==> config.mk <==
export PLATFORM = sky130hd
export DESIGN_NAME = tap_delay_chain
export DESIGN_NICKNAME = d
export VERILOG_FILES = /design/src/rtl/tap_chain_pkg.sv /design/src/rtl/tap_fill_ctrl.sv /design/src/rtl/tap_delay_chain.sv
export SDC_FILE = /design/constraint.sdc
export NUM_CORES = 1
export LEC_CHECK = 0
export BUFFER_PORTS_ARGS = -buffer_cell sky130_fd_sc_hd__buf_2
export CAP_MARGIN = 20
export CORE_MARGIN = 5
export CORE_UTILIZATION = 56
export CTS_BUF_LIST = sky130_fd_sc_hd__clkbuf_8 sky130_fd_sc_hd__clkbuf_16
export CTS_CLUSTER_SIZE = 40
export DETAILED_ROUTE_END_ITERATION = 6
export GPL_TIMING_DRIVEN = 0
export PLACE_DENSITY = 0.84
export SYNTH_ARGS = -nofsm -noshare
export SYNTH_HDL_FRONTEND = slang
export SYNTH_SLANG_ARGS = --single-unit
==> constraint.sdc <==
create_clock -name clk -period 10.8 [get_ports clk]
set_input_delay 1.08 -clock clk [delete_from_list [all_inputs] [get_ports clk]]
set_output_delay 1.08 -clock clk [all_outputs]
set_load 0.02 [all_outputs]
==> src/rtl/tap_chain_pkg.sv <==
// Shared definitions for the tap delay chain.
// State encodings and a constant-safe clog2 helper.
package tap_chain_pkg;

   typedef enum logic [1:0] {
      ST_EMPTY   = 2'd0,
      ST_FILLING = 2'd1,
      ST_FULL    = 2'd2
   } state_e;

   function automatic int clog2(input int v);
      int r;
      r = 0;
      for (int i = 0; i < 31; i++) begin
         if ((1 << i) < v) r = i + 1;
      end
      return r;
   endfunction

endpackage

==> src/rtl/tap_fill_ctrl.sv <==
// Fill counter, occupancy FSM and full flag for the chain.
// Counts accepted words, saturating at CHANNEL; flush wins.
module tap_fill_ctrl
   import tap_chain_pkg::*;
#(
   parameter int CHANNEL = 10,
   parameter int CNT_W   = 4
)(
   input  logic             clk,
   input  logic             rst,
   input  logic             in_valid_i,
   input  logic             flush_i,
   output logic [CNT_W-1:0] fill_o,
   output logic             full_o,
   output state_e           state_o
);

   localparam logic [CNT_W-1:0] FILL_MAX = CNT_W'(CHANNEL);

   logic [CNT_W-1:0] fill_q, fill_d;
   state_e           state_q, state_d;

   // Register fill count and occupancy state.
   always_ff @(posedge clk or posedge rst) begin
      if (rst) begin
         fill_q  <= '0;
         state_q <= ST_EMPTY;
      end else begin
         fill_q  <= fill_d;
         state_q <= state_d;
      end
   end

   // Next fill count and state; flush overrides an accepted word.
   always_comb begin
      fill_d  = fill_q;
      state_d = state_q;
      if (flush_i) begin
         fill_d  = '0;
         state_d = ST_EMPTY;
      end else if (in_valid_i) begin
         if (fill_q != FILL_MAX) fill_d = fill_q + CNT_W'(1);
         unique case (state_q)
            ST_EMPTY:   state_d = ST_FILLING;
            ST_FILLING: if (fill_d == FILL_MAX) state_d = ST_FULL;
            ST_FULL:    state_d = ST_FULL;
            default:    state_d = ST_EMPTY;
         endcase
      end
   end

   assign fill_o  = fill_q;
   assign full_o  = (state_q == ST_FULL);
   assign state_o = state_q;

endmodule

==> src/rtl/tap_delay_chain.sv <==
// Parametrised input shift chain with qualified shift,
// run-time tap select, synchronous flush and fill tracking.
module tap_delay_chain
   import tap_chain_pkg::*;
#(
   parameter  int WIDTH   = 32,
   parameter  int CHANNEL = 10,
   localparam int SEL_W   = clog2(CHANNEL),
   localparam int CNT_W   = clog2(CHANNEL + 1)
)(
   input  logic             clk,
   input  logic             rst,
   input  logic             in_valid,
   input  logic [WIDTH-1:0] in,
   input  logic             flush,
   input  logic [SEL_W-1:0] tap_sel,
   output logic [WIDTH-1:0] out,
   output logic             out_valid,
   output logic [CNT_W-1:0] fill,
   output logic             full,
   output logic [1:0]       state
);

   logic [WIDTH-1:0] s_q [CHANNEL];
   logic [WIDTH-1:0] s_d [CHANNEL];
   logic [WIDTH-1:0] out_q, out_d;
   logic             out_valid_q, out_valid_d;
   logic [CNT_W-1:0] fill_w;
   logic             full_w;
   state_e           state_w;

   tap_fill_ctrl #(
      .CHANNEL (CHANNEL),
      .CNT_W   (CNT_W)
   ) u_fill (
      .clk        (clk),
      .rst        (rst),
      .in_valid_i (in_valid),
      .flush_i    (flush),
      .fill_o     (fill_w),
      .full_o     (full_w),
      .state_o    (state_w)
   );

   // Next stage contents: flush clears, accepted word shifts in.
   always_comb begin
      for (int k = 0; k < CHANNEL; k++) s_d[k] = s_q[k];
      if (flush) begin
         for (int k = 0; k < CHANNEL; k++) s_d[k] = '0;
      end else if (in_valid) begin
         s_d[0] = in;
         for (int k = 1; k < CHANNEL; k++) s_d[k] = s_q[k-1];
      end
   end

   // Tap mux on pre-edge contents; out-of-range taps read as empty.
   always_comb begin
      out_d       = '0;
      out_valid_d = 1'b0;
      for (int k = 0; k < CHANNEL; k++) begin
         if (32'(tap_sel) == k) out_d = s_q[k];
      end
      if (32'(tap_sel) < CHANNEL) begin
         out_valid_d = (CNT_W'(tap_sel) < fill_w);
      end
   end

   // Stage array and registered tap output.
   always_ff @(posedge clk or posedge rst) begin
      if (rst) begin
         for (int k = 0; k < CHANNEL; k++) s_q[k] <= '0;
         out_q       <= '0;
         out_valid_q <= 1'b0;
      end else begin
         for (int k = 0; k < CHANNEL; k++) s_q[k] <= s_d[k];
         out_q       <= out_d;
         out_valid_q <= out_valid_d;
      end
   end

   assign out       = out_q;
   assign out_valid = out_valid_q;
   assign fill      = fill_w;
   assign full      = full_w;
   assign state     = state_w;

endmodule

* Word level (Yosys, flattened, before mapping)
Cells that the tools add are included.
** Cells by class
- Add/subtract/negate cells :: 1
- Order comparisons :: 2
- Equality and inequality tests :: 14
- Mux-type cells :: 22
- Reduce and logical (&&, ||, !) cells :: 4
** Operator list (count)
- 2-to-1 mux 320 bit :: 2
- 2-to-1 mux 32 bit :: 10
- 2-to-1 mux 4 bit :: 5
- == test 4 x 3 -> 1 bit (second input constant) :: 4
- == test 4 bit (second input constant) :: 3
- == test 4 x 2 -> 1 bit (second input constant) :: 2
- 2-to-1 mux 2 bit :: 3
- one-hot mux 2 bit (3 select lines) :: 1
- adder 4 x 1 -> 4 bit (second input constant) :: 1
- == test 4 x 1 -> 1 bit (second input constant) :: 1
- zero test 4 bit :: 1
- less-than comparator 4 bit :: 1
- less-than comparator 4 bit (second input constant) :: 1
- inequality test 4 bit (second input constant) :: 1
- inequality test 3 x 2 -> 1 bit (second input constant) :: 1
- == test 2 x 1 -> 1 bit (second input constant) :: 1
- == test 2 bit (second input constant) :: 1
- zero test 2 bit :: 1
- AND reduction 2 bit :: 1
- nonzero test 2 bit :: 1
- 2-to-1 mux 1 bit :: 1
** Storage, ports and cells
- Flip-flop bits (word level) :: 359
- Input bits :: 40
- Word-level logic and storage cells :: 57

* Depth between registers and ports, before layout
Gate-level depths: netlist of run 1.
- Depth in word-level cells :: 11
- Depth in mapped cells :: 7
- Gate-level depth less buffers :: 6

* By module
From an unflattened synthesis of run 1, not the netlist that was laid out.
** Second synthesis, totals
- Cells, all modules :: 1538
- Area total of the unflattened synthesis :: 16879.9 um2
** By module, submodules not included
- tap_delay_chain :: times used 1, cells each 1488, area each 16423.3 um2, sequential area each 8833.5 um2
- tap_fill_ctrl :: times used 1, cells each 50, area each 456.7 um2, sequential area each 150.1 um2

* Worst setup path before layout of run 1
Ideal clock, no wire load.
- Kind :: input to register
- From :: input tap_sel[0]
- To :: register out_q[29], in the netlist out[29]
- Library setup time :: 0.135 ns
- Arrival :: 2.119 ns
- Slack :: 8.546 ns
- Cell stages on the path :: 6
- Path through :: buf_6 > buf_6 > mux4_2 > nand2_1 > o21a_1 > o22ai_1
** Between the ends
- Longest elaborated chain between the ends :: 11
- Elaborated cells on any way between the ends :: 20
- Those cells by class :: eq/ne: 9; mux: 10; reduce/logical: 1
** RTL lines
- from (decl) :: RTL line tap_delay_chain.sv:16 : input logic [SEL_W-1:0] tap_sel,
- zero test 4 bit :: RTL line tap_delay_chain.sv:61 : if (32'(tap_sel) == k) out_d = s_q[k];
- 2-to-1 mux 32 bit (9 in a row) :: RTL line tap_delay_chain.sv:61
- 2-to-1 mux 32 bit (*) :: RTL line tap_delay_chain.sv:61
- via out_d[29] :: RTL line tap_delay_chain.sv:26 : logic [WIDTH-1:0] out_q, out_d;
- to (signal assigned) :: RTL line tap_delay_chain.sv:76 : out_q <= out_d;
- to (decl) :: RTL line tap_delay_chain.sv:26
Mark *: on every way through the listed nets, which the timed path passes. The rest lies on a longest branch.
A chain may end at the register's enable or synchronous reset.

* Worst setup path after layout of run 1
- From :: input flush
- To :: register s_q[191] (netlist bit)
** Between the ends
- Longest elaborated chain between the ends :: 1
- Elaborated cells on any way between the ends :: 2
- Those cells by class :: mux: 1; reduce/logical: 1
** RTL lines
- from (decl) :: RTL line tap_delay_chain.sv:15 : input logic flush,
- 2-to-1 mux 320 bit / nonzero test 2 bit (equally long branches)
- to (decl) :: RTL line tap_delay_chain.sv:24 : logic [WIDTH-1:0] s_q [CHANNEL];
Parallel ways exist; a longest one is shown, timed or not.

==> results of run 1 <==
-- final timing paths --
kind | start | cells past startpoint | to | slack, ns
max reg2reg | u_fill.fill_o[0] | 6 | u_fill.state_o[1] | 9.07
max in group asynchronous | rst | 6 | s_q[18] | 8.66
min reg2reg | s_q[28] | 2 | s_q[28] | 0.53
min | s_q[28] | 2 | s_q[28] | 0.53
max | flush | 5 | s_q[191] | 8.32
min in group asynchronous | rst | 2 | s_q[283] | 0.72
-- stage by stage --
step	hold WS, ns	cell area [µm²]	total power [W]	utilization, %	instances
global placement	0.503	17600	0.00167	59.5	1879
floorplan	0.486	16700	0.00159	-	1412
detailed placement	0.514	17800	0.00169	60.1	1888
global route	0.561	19100	0.00316	64.7	1956
finish	0.528	19100	0.00306	64.7	1956
CTS	0.530	19100	0.00307	64.7	1956
-- worst register-to-register path: stages, from the launching register on --
cell and delay, ns:
dfrtp_1 0.46, inv_1 0.11, ha_1 0.24, nor4bb_1 0.13
a211oi_1 0.41, or3_1 0.19, nand3_1 0.07
-- cell usage after synthesis, types with 2 or more instances --
cell,count
a21o_1,2
a221oi_1,12
o221a_2,2
nor4bb_1,3
inv_1,9
nor2_1,336
buf_12,2
nor2b_1,4
buf_2,57
mux4_2,31
mux2i_1,325
nor3b_1,2
xnor2_1,2
nand2_1,12
mux4_1,3
a21oi_1,32
clkbuf_1,38
dfrtp_1,359
or3_1,2
o32ai_1,9
o21a_1,6
o21ai_0,7
o22ai_1,52
and3_1,2
a22oi_1,18
a211oi_1,3
buf_6,5
mux2_2,42
ha_1,8
buf_1,4
nand3_1,6
o2111ai_1,2
buf_4,6
-- area by class of cell --
cell class | count | area, µm² | share of cell area [%]
Sequential cell | 359 | 8980 | 47.0
Buffer | 112 | 584 | 3.06
Tap cell | 390 | 488 | 2.55
Timing Repair Buffer | 86 | 566 | 2.96
Clock buffer | 45 | 1060 | 5.54
Multi-Input combinational cell | 931 | 7100 | 37.2
Inverter | 10 | 41.3 | 0.216
Clock inverter | 23 | 298 | 1.56
-- kinds of logic (layout without fill, tap and decap cells) --
group | after synthesis | after routing
adders and majority gates | 8 | 8
muxes | 401 | 401
buffers and inverters | 122 | 276
DFF | 359 | 359
and+or+nand+nor | 374 | 374
AOI/OAI and AO/OA | 146 | 146
xor gates and xnor gates | 2 | 2
-- state kept, by name (all words and copies together), names as in the netlist --
register	flops
out_valid	1
s_q	320
out	32
u_fill.state_o	2
u_fill.fill_o	4
-- layer usage --
| layer | vias to the layer above | share of wire (%) | GRT usage, % |
|---|---|---|---|
| met3 | 122 | 8.5 | 4.84 |
| met5 | - | 0 | 0 |
| li1 | 5243 | - | - |
| met1 | 6135 | 40 | 37.3 |
| met2 | 602 | 48 | 43.0 |
| met4 | 0 | 3.7 | 9.76 |
-- power by group --
| group | leakage, nW | internal [W] | switching (W) |
|---|---|---|---|
| registers | 4.96 | 0.00137 | 0.0000191 |
| clock network | 0.683 | 0.000866 | 0.000533 |
| logic | 4.03 | 0.0000990 | 0.000178 |
==> impl_metrics.yaml, run 1 <==
status:
  outcome: "finished, final reports clean"
timing:
  worst_slack_ns: 8.32
  relSlewSlack_pct: 42.9
  slew_violations: 0
  setup_violations: 0
  tightest_slew_ns: 0.855
  hold_viol: 0
  fin_skew_ns: 0.0137
  finalSetupTns_ns: 0
  min_period_ns: 2.48
  fmax_mhz: 403
  period_share_pct: 23.0
  rsz0062_at_grt: "no"
clocking:
  cts.path.max_buffers: 3
  cts.reportedPaths.clkPinSlew_ns: 0.06
  post-cts-setup-buffers: 0
  cts_hold_buf: 0
  cts-resized-gates: 0
  cts.htree.levels: 2
  cts_made_buffers: 37
  clock_sinks: 359
  clk-insertion-delay-late_ns: 0.53
  cts_tree: "yes"
  cts_root_buf: "clkbuf_16"
route:
  wl_per_cell_um: 22.7
  wirelength_um: 44500
  vias: 12100
  vias_per_cell: 6.19
  drt_pass1_iterations: 5
  drc: 0
  final_antenna_net_count: 0
  drt-initial-drc-count: 1452
logic_synthesis:
  synth_top_family_by_area: "multiplexers"
  synth_edf_count: 0
  synth-simple-area-share_pct: 9.05
  netlist_instances: 1412
  netlist.area_leader.share_pct: 53.8
  async_flop_share_pct: 100
  syn_nets: 1460
  ys.flop_type: "dfrtp_1"
  syn_area_per_cell_um2: 11.8
  yosys-top-cells-area: "dfrtp_1 54%, mux2i_1 19%, nor2_1 7.5%"
  ys_warn_count: 0
  synth-seq-cells: 359
  synthXorXnorAreaFrac_pct: 0.105
  ys_seq_area_share_pct: 53.8
  synth.area.mux_share_pct: 26.9
  netlist_area_um2: 16700
  synth_area_leader_cell: "dfrtp_1"
  synth_compound_area_share_pct: 5.81
  synth_adder_area_share_pct: 0.599
  synth.distinct_cells: 42
floorplan:
  io_pins: 80
  rows: 63
  start_util_pct: 56.5
  die_y_um: 183
  dieArea_um2: 33400
  core_um2: 29600
  fp.dieW_um: 183
finish:
  antennaDiodeCount: 0
  mostFrequentLayoutCells: "359 x dfrtp_1, 336 x nor2_1, 325 x mux2i_1"
  nNetsFinal: 1585
  n_fill_cell: 2154
  drive_above_1_share_pct: 19.1
  area_growth_pct: 14.4
  mostFrequentLayoutCell: "dfrtp_1"
setup_path:
  worstPathRequired_ns: 11.18
  max_stage_delay_ns: 0.57
  worst_path_max_delay_cell: "clkbuf_1"
  worst_setup_path_end_kind: "flip-flop"
  critPathKind: "in2reg"
  crit_fanout: 10
  cp.arrival_ns: 2.86
  path_cells: "buf_2 > clkbuf_1 > buf_2 > clkbuf_1 > nor2_1"
  cp.buffers_inverters: 4
  start_kind: "primary input"
  cp_top_family: "buffers and inverters"
power:
  peakVddDrop_v: 0.000121
  p_leak_nw: 9.67
  powerDensity_nw_per_um2: 160
grt:
  grt_max_degree: 45
  grt_use_total_pct: 26.8
  grt_pass1_wl_um: 70800
  grt_pass1_vias: 12500
  grt_overflow: 0
  antenna_found_initial: 0
placed_design:
  dpl_worst_slack_ns: 7.84
  hpwl_um: 31800
  io_buffers: 77
  gp_congestion: 0.934
worst_hold_path:
  holdCritPathClass: "reg2reg"
flow_run:
  cap_violations: 0
Power figures use the tool's default switching activity.
==> run 2, diff against run 1 <==
--- a/config.mk
+++ b/config.mk
@@ -5,15 +5,16 @@
 export SDC_FILE = /design/constraint.sdc
 export NUM_CORES = 1
 export LEC_CHECK = 0
+export ABC_AREA = 1
 export BUFFER_PORTS_ARGS = -buffer_cell sky130_fd_sc_hd__buf_2
 export CAP_MARGIN = 20
 export CORE_MARGIN = 5
-export CORE_UTILIZATION = 56
+export CORE_UTILIZATION = 55
 export CTS_BUF_LIST = sky130_fd_sc_hd__clkbuf_8 sky130_fd_sc_hd__clkbuf_16
 export CTS_CLUSTER_SIZE = 40
 export DETAILED_ROUTE_END_ITERATION = 6
 export GPL_TIMING_DRIVEN = 0
-export PLACE_DENSITY = 0.84
+export PLACE_DENSITY = 0.83
 export SYNTH_ARGS = -nofsm -noshare
 export SYNTH_HDL_FRONTEND = slang
 export SYNTH_SLANG_ARGS = --single-unit
==> constraint.sdc (replaced) <==
create_clock -name clk -period 2.2 [get_ports clk]
set_input_delay 0.22 -clock clk [delete_from_list [all_inputs] [get_ports clk]]
set_output_delay 0.22 -clock clk [all_outputs]
set_load 0.02 [all_outputs]
==> run 2 against run 1 <==
Cell count increased by 15%. Non-clock buffer count up 33. Sequential share of layout area rose by 3.5 points. Core utilization increased by 0.92 points. Synthesized area down 9.1%. Clock-buffer cell count rose by 2. First-iteration DRC count increased by 1.4%. Die area decreased by 7.1%. Worst hold slack lost 0.43 ns.
==> impl_metrics.yaml, run 2 <==
route:
  drt_pass1_iterations: 6
  drt-initial-drc-count: 1473
  vias: 12600
  vias_per_cell: 5.59
  final_antenna_net_count: 0
  wl_per_cell_um: 17.3
  drc: 0
  wirelength_um: 38900
setup_path:
  cp.arrival_ns: 2.59
  cp.buffers_inverters: 8
  start_kind: "primary input"
  r2r_start: "u_fill.fill_o[0]"
  worst_path_max_delay_cell: "dlygate4sd3_1"
  cpMostUsedCell: "buf_12"
  worst_setup_path_end_kind: "asynchronous set/reset pin"
  rr_worst_depth: 9
  max_stage_delay_ns: 0.53
  r2r_slack_ns: 0.56
  worstPathRequired_ns: 2.90
  crit_fanout: 43
  critPathKind: "in2async"
  path_cells: "dlygate4sd3_1 > buf_2 > clkinvlp_4 > buf_12 > buf_12 > buf_12 > buf_12 > buf_12"
  rr_endpoint: "u_fill.state_o[0]"
  cp_top_family: "buffers and inverters"
  path_depth: 8
logic_synthesis:
  synth.most_common_cell: "dfrtp_1"
  synth_compound_area_share_pct: 13.0
  ys_warn_count: 0
  synth_area_leader_cell: "dfrtp_1"
  ys_seq_area_share_pct: 59.2
  synth.distinct_cells: 22
  netlist.area_leader.share_pct: 59.2
  synth_adder_area_share_pct: 0.659
  synth-seq-cells: 359
  syn_area_per_cell_um2: 8.97
  synth.area.mux_share_pct: 0
  synth_edf_count: 0
  netlist_instances: 1693
  synthXorXnorAreaFrac_pct: 0.173
  synth_top_family_by_area: "simple AND/OR/NAND/NOR gates"
  ys.flop_type: "dfrtp_1"
  yosys-top-cells-area: "dfrtp_1 59%, o22ai_1 11%, inv_1 7.5%"
  synth-simple-area-share_pct: 16.4
  syn_nets: 1741
  async_flop_share_pct: 100
  netlist_area_um2: 15200
  synth_common_cells: "359 x dfrtp_1, 303 x inv_1, 266 x nand2_1"
clocking:
  cts.path.max_buffers: 3
  clk-insertion-delay-late_ns: 0.52
  cts.htree.levels: 2
  cts_root_buf: "clkbuf_16"
  cts.reportedPaths.clkPinSlew_ns: 0.06
  cts_made_buffers: 36
  post-cts-setup-buffers: 0
  clock_sinks: 359
  cts-resized-gates: 0
  cts_tree: "yes"
placed_design:
  hpwl_um: 28200
  gp_congestion: 0.882
  dpl_worst_slack_ns: -0.0107
  placed_cell_area_um2: 16200
  io_buffers: 79
worst_hold_path:
  hold_end: "s_q[29]"
  min-delay-start: "in_valid"
  holdPathStages: 4
  holdCritPathClass: "in2reg"
floorplan:
  start_util_pct: 56.0
  rows: 60
  core_um2: 27100
  die_y_um: 176
  dieArea_um2: 31000
  fp.dieW_um: 176
  io_pins: 80
grt:
  grt_use_total_pct: 25.4
  grt_overflow: 0
  grt_pass1_vias: 12500
  grt_pass1_wl_um: 64200
  antenna_found_initial: 0
  grt_max_degree: 44
status:
  outcome: "finished, final reports clean"
finish:
  antennaDiodeCount: 0
  drive_above_1_share_pct: 10.3
  design_area_um2: 17800
  final_core_util_pct: 65.6
  largest_register: "s_q"
  mostFrequentLayoutCells: "359 x dfrtp_1, 309 x inv_1, 266 x nand2_1"
  nNetsFinal: 1901
  area_growth_pct: 17.1
  mostFrequentLayoutCell: "dfrtp_1"
  largest_reg_flops: 320
timing:
  relSlewSlack_pct: 48.4
  fin_skew_ns: 0.0210
  worst_slack_ns: 0.310
  slew_violations: 0
  hold_viol: 0
  period_share_pct: 85.9
  fmax_mhz: 529
  timing.hold.ws_ns: 0.101
  min_period_ns: 1.89
  tightest_slew_ns: 0.775
  setup_violations: 0
  finalSetupTns_ns: 0
  rsz0062_at_grt: "no"
power:
  powerDensity_nw_per_um2: 781
  peakVddDrop_v: 0.000433
  p_leak_nw: 7.97
flow_run:
  cap_violations: 0
-- run 2: cell count changes after synthesis, moves of 29 or more --
cell / delta
mux2i_1: -325
inv_1: +294
nand2_1: +254
nor2_1: -207
o22ai_1: +207
nand3_1: +101
nand4_1: +62
o21ai_0: +59
mux2_2: -42
mux4_2: -31
a21oi_1: -29
-- run 2: area by class of cell --
type | instances | area [µm²]
Fill cell | 2005 | 9320
Sequential cell | 359 | 8980
Multi-Input combinational cell | 916 | 4590
Inverter | 308 | 1160
Clock buffer | 47 | 1060
Timing Repair Buffer | 121 | 906
Tap cell | 372 | 465
Buffer | 110 | 454
Clock inverter | 16 | 150
Timing Repair inverter | 1 | 5.00
-- run 2: stage by stage --
stage / total power (W) / instances
finish: 0.0139 / 2250
global route: 0.0143 / 2250
CTS: 0.0139 / 2249
detailed placement: 0.00770 / 2153
global placement: 0.00763 / 2144
floorplan: 0.00738 / 1693
-- run 2: tightest hold or removal path: cells and delay by family --
family                 cells  cell delay [ns]
AND/OR/NAND/NOR            1             0.09
buffers and inverters      2             0.18
AO/OA/AOI/OAI              1             0.07
-- run 2: kinds of logic after synthesis --
family | count (synthesis)
AO/OA/AOI/OAI | 330
XOR/XNOR | 3
adder cells (fa/ha/maj) | 8
buffers and inverters | 418
flip-flops | 359
AND/OR/NAND/NOR | 575
-- run 2: per-layer routing --
metal,wire length [µm],global-route usage (%)
met4,1430,10.0
met3,2980,4.86
met1,15700,33.4
met2,18800,42.1
met5,0,0
-- run 2: timing repair --
item,CTS,global route
hold buffers,33,0
endpoints found under the hold margin,61,0
setup endpoints to repair,0,40
-- run 2: power by group --
| group | internal, W | switching, W | leakage, nW |
|---|---|---|---|
| Combinational | 0.000253 | 0.000646 | 2.36 |
| Sequential | 0.00669 | 0.0000477 | 4.98 |
| Clock | 0.00374 | 0.00251 | 0.631 |
| Total | 0.0107 | 0.00320 | 7.97 |
-- run 2: worst max path at each step --
| stage | to | start | slack (ns) |
|---|---|---|---|
| after floorplan | out[0] | rst | -2.83 |
| after detailed placement | s_q[32] | in_valid | -0.01 |
| final | s_q[297] | rst | 0.31 |
| after global placement | s_q[303] | rst | -4.52 |
| after global routing | s_q[297] | rst | 0.04 |
| after CTS | s_q[302] | rst | 0.04 |
